===== config.mk =====
export PLATFORM = sky130hd
export DESIGN_NAME = tick_gen
export DESIGN_NICKNAME = d
export VERILOG_FILES = /design/src/rtl/tick_gen.sv
export SDC_FILE = /design/constraint.sdc
export NUM_CORES = 1
export LEC_CHECK = 0
export ABC_AREA = 1
export BUFFER_PORTS_ARGS = -buffer_cell sky130_fd_sc_hd__buf_2
export CAP_MARGIN = 20
export CORE_MARGIN = 4
export CORE_UTILIZATION = 40
export CTS_CLUSTER_SIZE = 30
export DETAILED_ROUTE_END_ITERATION = 8
export PLACE_DENSITY_LB_ADDON = 0.12
export SYNTH_ARGS = -nofsm -noshare
export SYNTH_HDL_FRONTEND = slang
export SYNTH_SLANG_ARGS = --single-unit

===== constraint.sdc =====
create_clock -name clk -period 3.5 [get_ports clk]
set_input_delay 0.525 -clock clk [delete_from_list [all_inputs] [get_ports clk]]
set_output_delay 0.525 -clock clk [all_outputs]
set_load 0.005 [all_outputs]

===== src/rtl/tick_gen.sv =====
// tick_gen: multi-channel programmable clock-enable generator.
// Each channel emits a one-cycle tick every D cycles and a square wave
// toggling on each tick; divisors are shadowed so that a running channel
// finishes its current period before switching to a new divisor.
module tick_gen #(
    parameter int unsigned  CHANNELS    = 4,
    parameter int unsigned  CNT_WIDTH   = 24,
    parameter int unsigned  DEFAULT_DIV = 5_000_000,
    parameter bit           EN_RESET    = 1'b1,
    localparam int unsigned CH_W        = (CHANNELS > 1) ? $clog2(CHANNELS) : 1
) (
    input  logic                 clk,
    input  logic                 rst,
    input  logic                 cfg_we,
    input  logic [CH_W-1:0]      cfg_ch,
    input  logic [CNT_WIDTH-1:0] cfg_div,
    input  logic                 cfg_en,
    input  logic                 sync,
    output logic [CHANNELS-1:0]  tick,
    output logic [CHANNELS-1:0]  sq,
    output logic [CHANNELS-1:0]  pending
);

    logic [CNT_WIDTH-1:0] cnt     [CHANNELS];
    logic [CNT_WIDTH-1:0] div_act [CHANNELS];
    logic [CNT_WIDTH-1:0] div_shd [CHANNELS];
    logic [CNT_WIDTH-1:0] last    [CHANNELS];
    logic [CHANNELS-1:0]  en;
    logic [CHANNELS-1:0]  wr_hit;
    logic [CHANNELS-1:0]  wrap;

    // Per-channel write decode and end-of-period detection (divisor 0 acts as 1).
    always_comb begin
        wr_hit = '0;
        wrap   = '0;
        for (int unsigned i = 0; i < CHANNELS; i++) begin
            last[i]   = (div_act[i] == '0) ? '0 : div_act[i] - CNT_WIDTH'(1);
            wr_hit[i] = cfg_we && (cfg_ch == CH_W'(i));
            wrap[i]   = (cnt[i] == last[i]);
        end
    end

    // Channel counters, divisor shadowing, sync realignment and registered outputs.
    always_ff @(posedge clk) begin
        if (rst) begin
            for (int unsigned i = 0; i < CHANNELS; i++) begin
                cnt[i]     <= '0;
                div_act[i] <= CNT_WIDTH'(DEFAULT_DIV);
                div_shd[i] <= CNT_WIDTH'(DEFAULT_DIV);
            end
            en      <= {CHANNELS{EN_RESET}};
            pending <= '0;
            tick    <= '0;
            sq      <= '0;
        end else begin
            for (int unsigned i = 0; i < CHANNELS; i++) begin
                if (!en[i]) begin
                    cnt[i]  <= '0;
                    tick[i] <= 1'b0;
                    sq[i]   <= 1'b0;
                    if (wr_hit[i]) begin
                        en[i]      <= cfg_en;
                        div_act[i] <= cfg_div;
                        pending[i] <= 1'b0;
                    end
                end else if (wr_hit[i] && !cfg_en) begin
                    en[i]      <= 1'b0;
                    div_act[i] <= cfg_div;
                    pending[i] <= 1'b0;
                    cnt[i]     <= '0;
                    tick[i]    <= 1'b0;
                    sq[i]      <= 1'b0;
                end else if (sync) begin
                    cnt[i]     <= '0;
                    tick[i]    <= 1'b0;
                    sq[i]      <= 1'b0;
                    pending[i] <= 1'b0;
                    if (wr_hit[i]) begin
                        div_act[i] <= cfg_div;
                    end else if (pending[i]) begin
                        div_act[i] <= div_shd[i];
                    end
                end else begin
                    if (wrap[i]) begin
                        cnt[i]  <= '0;
                        tick[i] <= 1'b1;
                        sq[i]   <= ~sq[i];
                    end else begin
                        cnt[i]  <= cnt[i] + CNT_WIDTH'(1);
                        tick[i] <= 1'b0;
                    end
                    // A write landing on the wrap edge supersedes the older shadow;
                    // the new value is applied at the following wrap.
                    if (wr_hit[i]) begin
                        div_shd[i] <= cfg_div;
                        pending[i] <= 1'b1;
                    end else if (wrap[i] && pending[i]) begin
                        div_act[i] <= div_shd[i];
                        pending[i] <= 1'b0;
                    end
                end
            end
        end
    end

endmodule


==> metrics.cfg, run 1 <==
[floorplan]
core_um2=47600
die_x_um=227
fp-row-count=80
die_h_um=227
ios=43
fp.dieArea_um2=51800
floorplan.initialDensity_pct=40.4

[final_layout]
diodes=0
area_growth_pct=13.5
final_cell_area_um2=21900
finalNetCount=2780
drive_above_1_share_pct=7.66
final_cell_count_no_fill=3383

[synth]
ys_top_cells_by_area=edfxtp_1, nand2_1, nor2_1
synth_edf_count=288
synth-async-reset-ratio_pct=0
syn_avg_cell_area_um2=7.47
synth_warnings=0
ys_seq_area_share_pct=46.5
netlist_instances=2579
ys_seq_elements=304
yosysUniqueCellTypes=47
synth_top_area_cell=edfxtp_1
synth_ff_type=edfxtp_1
syn-cell-area_um2=19300
synth_top_area_share_pct=44.9

[worst_setup_path]
reg2reg_depth=15
cp-start-kind=flip-flop
required_ns=3.78
crit_fanout=16
arrival_ns=3.46
worstSetupEndpointType=flip-flop
regToRegSetupSlack_ns=0.32
rr_endpoint=div_act[3][3]
r2r-start=div_act[3][0]
criticalPathCategory=flip-flop to flip-flop

[timing]
report.final.hold_viol_count=0
timing.final.crit_period_ns=3.18
setup_slack_ns=0.323
maxSlewViolCount=0
worst_pin_slew_ns=0.953
finalCritPeriodShare_pct=90.8
fmax_ghz=0.315
relSlewSlack_pct=36.0
setup_viol=0
tns_ns=0
rsz0062_at_grt=false
skew_ns=0.0182

[placed_design]
place_hpwl_um=41200
place_area_um2=20600
portBuffers=42
gp_congestion=0.897
dp_cells=3315
dp_slack_ns=0.191

[global_routing]
grt_max_degree=48
grtUsageTotal_pct=20.7
antenna_found_initial=4
first_global_vias=15946
grt-ovfl-total=0
grt_pass1_wl_um=85000

[clocking]
post_cts_buffers=0
clkLatencyLatePin_ns=0.56
hold_buffers=0
numCtsBuffers=37
clkSinkCount=304
tritoncts=yes
clk_pin_slew_ns=0.06
clockRootBuffer=clkbuf_16
cts_buffer_depth=3
h-tree-depth=2

[route]
first_pass_iters=5
drt-initial-drc-count=1357
drc=0
wl_per_cell_um=15.9
vias_per_cell=4.99
num_vias=16896
ant_nets=0
wirelength_um=53800

[run_status]
status=finished, final reports clean

[hold_path]
hold_end=div_act[2][14]
hold_start=cfg_div[14]
hp-class=primary input to flip-flop
hold_depth=3

[power_and_ir_drop]
ir_worst_vdd_uv=276
pwr_density_cell_nw_per_um2=413
p_leak_nw=9.81

[job]
maxCapViolCount=0

==> how the worst max path moves through the flow <==
stage / from / to / slack, ns / cells after the start
6_report: div_act[3][0] / div_act[3][3] / 0.32 / 15
5_1_grt: div_act[1][2] / div_act[1][20] / 0.008 / 18
4_1_cts: div_act[3][0] / div_act[3][2] / 0.18 / 15
3_5_place_dp: div_act[3][0] / div_act[3][2] / 0.19 / 15
3_3_place_gp: div_act[3][0] / div_act[3][3] / 0.23 / 15
2_1_floorplan: cfg_we / div_shd[0][0] / 0.23 / 4
==> kinds of logic (layout without fill, tap and decap cells) <==
group,after synthesis,after routing,synth area share [%]
simple gates,1690,1691,38.6
xor+xnor,48,48,2.18
buf+inv,412,505,8.82
other cells,1,96,0.0195
fa+ha+maj,8,8,0.519
compound gates,116,116,3.30
flops,304,304,46.5
==> per-layer routing <==
metal	track usage [%]	vias to the layer above	routed length, um
met5	0	-	41
met4	6.13	8	1360
met3	3.53	93	3090
met2	33.1	397	24000
met1	29.1	7774	25200
li1	-	8624	-
==> cell usage in the layout (no fill, tap or decap), drive strengths merged <==
| cell | count |
|---|---|
| o21ai | 60 |
| o211ai | 1 |
| bufinv | 4 |
| clkinv | 19 |
| a211oi | 2 |
| o21bai | 5 |
| nor3b | 28 |
| inv | 354 |
| or2 | 6 |
| xor2 | 47 |
| buf | 81 |
| and2 | 3 |
| nand2 | 804 |
| clkbuf | 44 |
| ha | 8 |
| nor2 | 423 |
| dfxtp | 16 |
| nand4 | 90 |
| a31oi | 3 |
| nand3b | 9 |
| o22ai | 1 |
| nor4 | 13 |
| xnor2 | 1 |
| clkinvlp | 3 |
| o311ai | 1 |
| a2111oi | 1 |
| edfxtp | 288 |
| a21oi | 41 |
| a311oi | 1 |
| nand3 | 259 |
| nor3 | 56 |
| conb | 96 |
==> Yosys cell counts, types with 11 or more instances <==
| library cell | instances |
|---|---|
| nand2_1 | 795 |
| nor2_1 | 395 |
| inv_1 | 347 |
| edfxtp_1 | 288 |
| nand3_1 | 244 |
| nand4_1 | 89 |
| nor3_1 | 53 |
| xor2_1 | 47 |
| o21ai_0 | 43 |
| a21oi_1 | 41 |
| nor3b_1 | 27 |
| nor2_2 | 21 |
| clkbuf_1 | 19 |
| dfxtp_1 | 16 |
| buf_2 | 14 |
| o21ai_1 | 14 |
| buf_6 | 13 |
| nor4_1 | 13 |
| nand3_2 | 11 |
==> registers in the layout, indices dropped and copies added, names as in the netlist, named ones only <==
name	flops
div_shd	96
tick	4
cnt	96
div_act	96
pending	4
sq	4
==> repair_timing <==
item | 4_1_cts | 5_1_grt
endpoints found under the hold margin | 0 | 0
gates resized for setup | 0 | 3
setup endpoints to repair | 0 | 109
==> power breakdown <==
part / switching [mW] / internal, mW
logic: 0.577 / 0.246
registers: 0.139 / 4.15
clock network: 1.59 / 2.34
==> stage by stage <==
stage	hold WS, ns	util [%]	total power, mW
after global routing	0.344	45.9	9.43
final	0.351	45.9	9.04
after CTS	0.302	45.9	9.15
after detailed placement	0.450	43.3	5.18
after floorplan	0.446	-	4.88
after global placement	0.438	43.3	5.17
==> final cells by class <==
class / instances / area, um2
multi-input cells: 1959 / 9000
clock inverters: 22 / 233
repair buffers: 81 / 566
well taps: 615 / 769
clock buffers: 44 / 995
fillers: 4814 / 25800
inverters: 358 / 1340
flip-flops and latches: 304 / 8970
==> critical path, stage by stage (launching register included) <==
cell and delay (ns):
edfxtp_1 0.36, inv_1 0.12, ha_1 0.19, nand3_1 0.19, nor2_2 0.25, nand2_1 0.15
o21ai_1 0.34, xor2_1 0.35, nor2_1 0.09, nand3b_1 0.10, nor2_1 0.06, nand2_1 0.11
nand2_2 0.16, buf_4 0.25, nand3_1 0.08, nand2_1 0.11
(Power assumes the default switching activity.)
==> inputs of run 2 (changes only) <==
==> constraint.sdc (replaced) <==
create_clock -name clk -period 3.5 [get_ports clk]
set_input_delay 0.7 -clock clk [delete_from_list [all_inputs] [get_ports clk]]
set_output_delay 0.7 -clock clk [all_outputs]
set_load 0.005 [all_outputs]
==> run 2 against run 1 <==
Highest routed layer unchanged. Core utilization increased by 0.30 points. Combinational power about the same. Clock skew decreased by 0.00057 ns. Global-route usage decreased by 0.14 points. Final cell count about the same. Worst setup slack got worse by 0.021 ns. Hold slack improved by 0.10 ns. Clock-buffer cell count unchanged. Critical path type unchanged. Fmax decreased by 0.67%. Design area increased by 0.65%. Die area unchanged. Largest power group unchanged. Sequential share of layout area decreased by 0.26 points.
==> metrics.cfg, run 2 (synthesis results as in run 1) <==
[run_status]
status=finished, final reports clean

[route]
num_vias=16882  ; -0.083%
drc=0  ; unchanged
wl_per_cell_um=15.8  ; -0.39%
vias_per_cell=4.99  ; -0.17%
ant_nets=0  ; unchanged
first_pass_iters=5  ; unchanged
drt-initial-drc-count=1452  ; +7.0%
wirelength_um=53600  ; -0.30%

[worst_setup_path]
slowest_delay_ns=0.36  ; about the same
criticalPathCategory=flip-flop to flip-flop
crit_path_cell_trace=inv_1 -> ha_1 -> nand3_2 -> nor2_4 -> nand3_4 -> buf_4 -> nand4_1 -> nand2_1 -> nor2_1 -> and2_1 -> nand2_1 -> nor2_2 -> nand4_4 -> nand3_1 -> buf_12
required_ns=3.75  ; -0.03 ns
cpLargestDelayFamily=simple AND/OR/NAND/NOR gates
crit_fanout=18  ; +2
crit_path_frequent_cell=nand2_1
critical-path-slowest-cell=edfxtp_1
cp_num_buf_inv=3  ; +1
cp-start-kind=flip-flop
arrival_ns=3.45  ; about the same
worstSetupEndpointType=flip-flop

[final_layout]
multi_input_area_um2=9000  ; unchanged
fill_cells=4842  ; +0.58%
ff_latch_area_um2=8970  ; unchanged
largestRegisters=cnt (96), div_act (96), div_shd (96)
diodes=0  ; unchanged
area_growth_pct=14.2
final_common_cell=nand2_1
drive_above_1_share_pct=7.80  ; +0.14 points
finalNetCount=2784  ; +0.14%
final_cell_mix=nand2_1, nor2_1, inv_1
final_util_pct=46.2  ; +0.30 points

[hold_path]
hp-class=flip-flop to flip-flop

[global_routing]
grt-ovfl-total=0  ; unchanged
grtUsageTotal_pct=20.6  ; -0.14 points
first_global_vias=15777  ; -1.1%
antenna_found_initial=2  ; -2
grt_pass1_wl_um=84300  ; -0.82%
grt_max_degree=48  ; unchanged

[clocking]
clockRootBuffer=clkbuf_16
tritoncts=yes
clkSinkCount=304  ; unchanged
h-tree-depth=2  ; unchanged
clk_pin_slew_ns=0.06  ; about the same
cts_buffer_depth=3  ; unchanged
clkLatencyLatePin_ns=0.56  ; about the same
numCtsBuffers=38  ; +2.7%

[power_and_ir_drop]
p_sw_share_pct=24.4  ; -1.1 points
combinationalPowerShare_pct=8.9  ; -0.2 points
p_int_mw=7.02  ; +4.2%
p_leak_nw=9.89  ; +0.80%
p_seq_share_pct=46.2  ; -1.2 points
pwr_density_cell_nw_per_um2=422  ; +2.0%
ir_worst_vdd_uv=275  ; -0.32%
p_sw_mw=2.27  ; -1.7%
p_clk_share_pct=44.9  ; +1.4 points

[floorplan]
fp.dieArea_um2=51800  ; unchanged
die_h_um=227  ; unchanged
die_x_um=227  ; unchanged
ios=43  ; unchanged
fp-row-count=80  ; unchanged
floorplan.initialDensity_pct=40.4  ; unchanged
core_um2=47600  ; unchanged

[timing]
relSlewSlack_pct=53.6  ; +18 points
setup_viol=0  ; unchanged
finalCritPeriodShare_pct=91.4  ; +0.61 points
rsz0062_at_grt=false
tns_ns=0  ; unchanged
maxSlewViolCount=0  ; unchanged
report.final.hold_viol_count=0  ; unchanged
fmax_ghz=0.313  ; -0.67%
worst_pin_slew_ns=0.691  ; -0.261 ns
timing.final.crit_period_ns=3.20  ; +0.0214 ns
skew_ns=0.0176  ; -0.000571 ns

[placed_design]
portBuffers=42  ; unchanged
place_hpwl_um=40900  ; -0.71%
gp_congestion=0.906  ; +1.0%

[job]
maxCapViolCount=0  ; unchanged

[run 2: cell count changes in the layout (fill, tap and decap cells not counted), sizes merged]
| cell | before | now |
|---|---|---|
| buf | 81 | 84 |
| bufinv | 4 | 8 |
| clkinvlp | 3 | 1 |
| inv | 354 | 352 |
[run 2: final timing paths]
| kind | start | end | slack (ns) | cells past startpoint |
|---|---|---|---|---|
| worst max register to register | div_act[0][1] | div_act[0][1] | 0.30 | 15 |
| worst min register to register | sq[2] | sq[2] | 0.45 | 1 |
| worst min-delay path | sq[2] | sq[2] | 0.45 | 1 |
| worst max-delay path | div_act[0][1] | div_act[0][1] | 0.30 | 15 |
[run 2: per-layer routing]
layer | track usage (%) | wire [um] | vias up
met3 | 2.91 | 2920 | 71
li1 | - | - | 8650
met1 | 29.2 | 25100 | 7757
met4 | 5.86 | 1330 | 4
met5 | 0 | 20 | -
met2 | 33.1 | 24200 | 400
[run 2: worst register-to-register path: cells and delay by family (launching register included)]
| kind | cells | cell delay (ns) |
|---|---|---|
| buf+inv | 3 | 0.57 |
| flops | 1 | 0.36 |
| fa+ha+maj | 1 | 0.23 |
| simple gates | 11 | 1.75 |
[run 2: stage by stage]
step                      power (mW)  worst slack [ns]  cell area (um2)  hold WS [ns]  cells
after floorplan                 4.88            0.0555            19600         0.446   2674
after CTS                       9.39             0.214            22000         0.453   3385
final                           9.29             0.301            22000         0.453   3386
after detailed placement        5.18             0.223            20700         0.445   3319
after global routing            9.66            0.0175            22000         0.470   3386
after global placement          5.17             0.301            20700         0.442   3319
[run 2: final cells by class]
| class | instances | share of cell area (%) |
|---|---|---|
| clock buffers | 44 | 4.52 |
| clock inverters | 22 | 1.43 |
| repair buffers | 84 | 2.84 |
| inverters | 358 | 6.10 |
| well taps | 615 | 3.50 |
| multi-input cells | 1959 | 40.9 |
| flip-flops and latches | 304 | 40.7 |
[run 2: repair_timing]
action | CTS | global route
hold buffers | 0 | 0
resized for setup | 0 | 2
setup endpoints to repair | 0 | 66
setup buffers | 0 | 0
[run 2: power groups by stage]
stage                     Sequential, mW  Clock (mW)  Combinational (mW)
after floorplan                     4.31           0               0.563
after global placement              4.36           0               0.811
after detailed placement            4.36           0               0.816
after CTS                           4.29        4.28               0.820
after global routing                4.31        4.42               0.937
final                               4.29        4.17               0.825
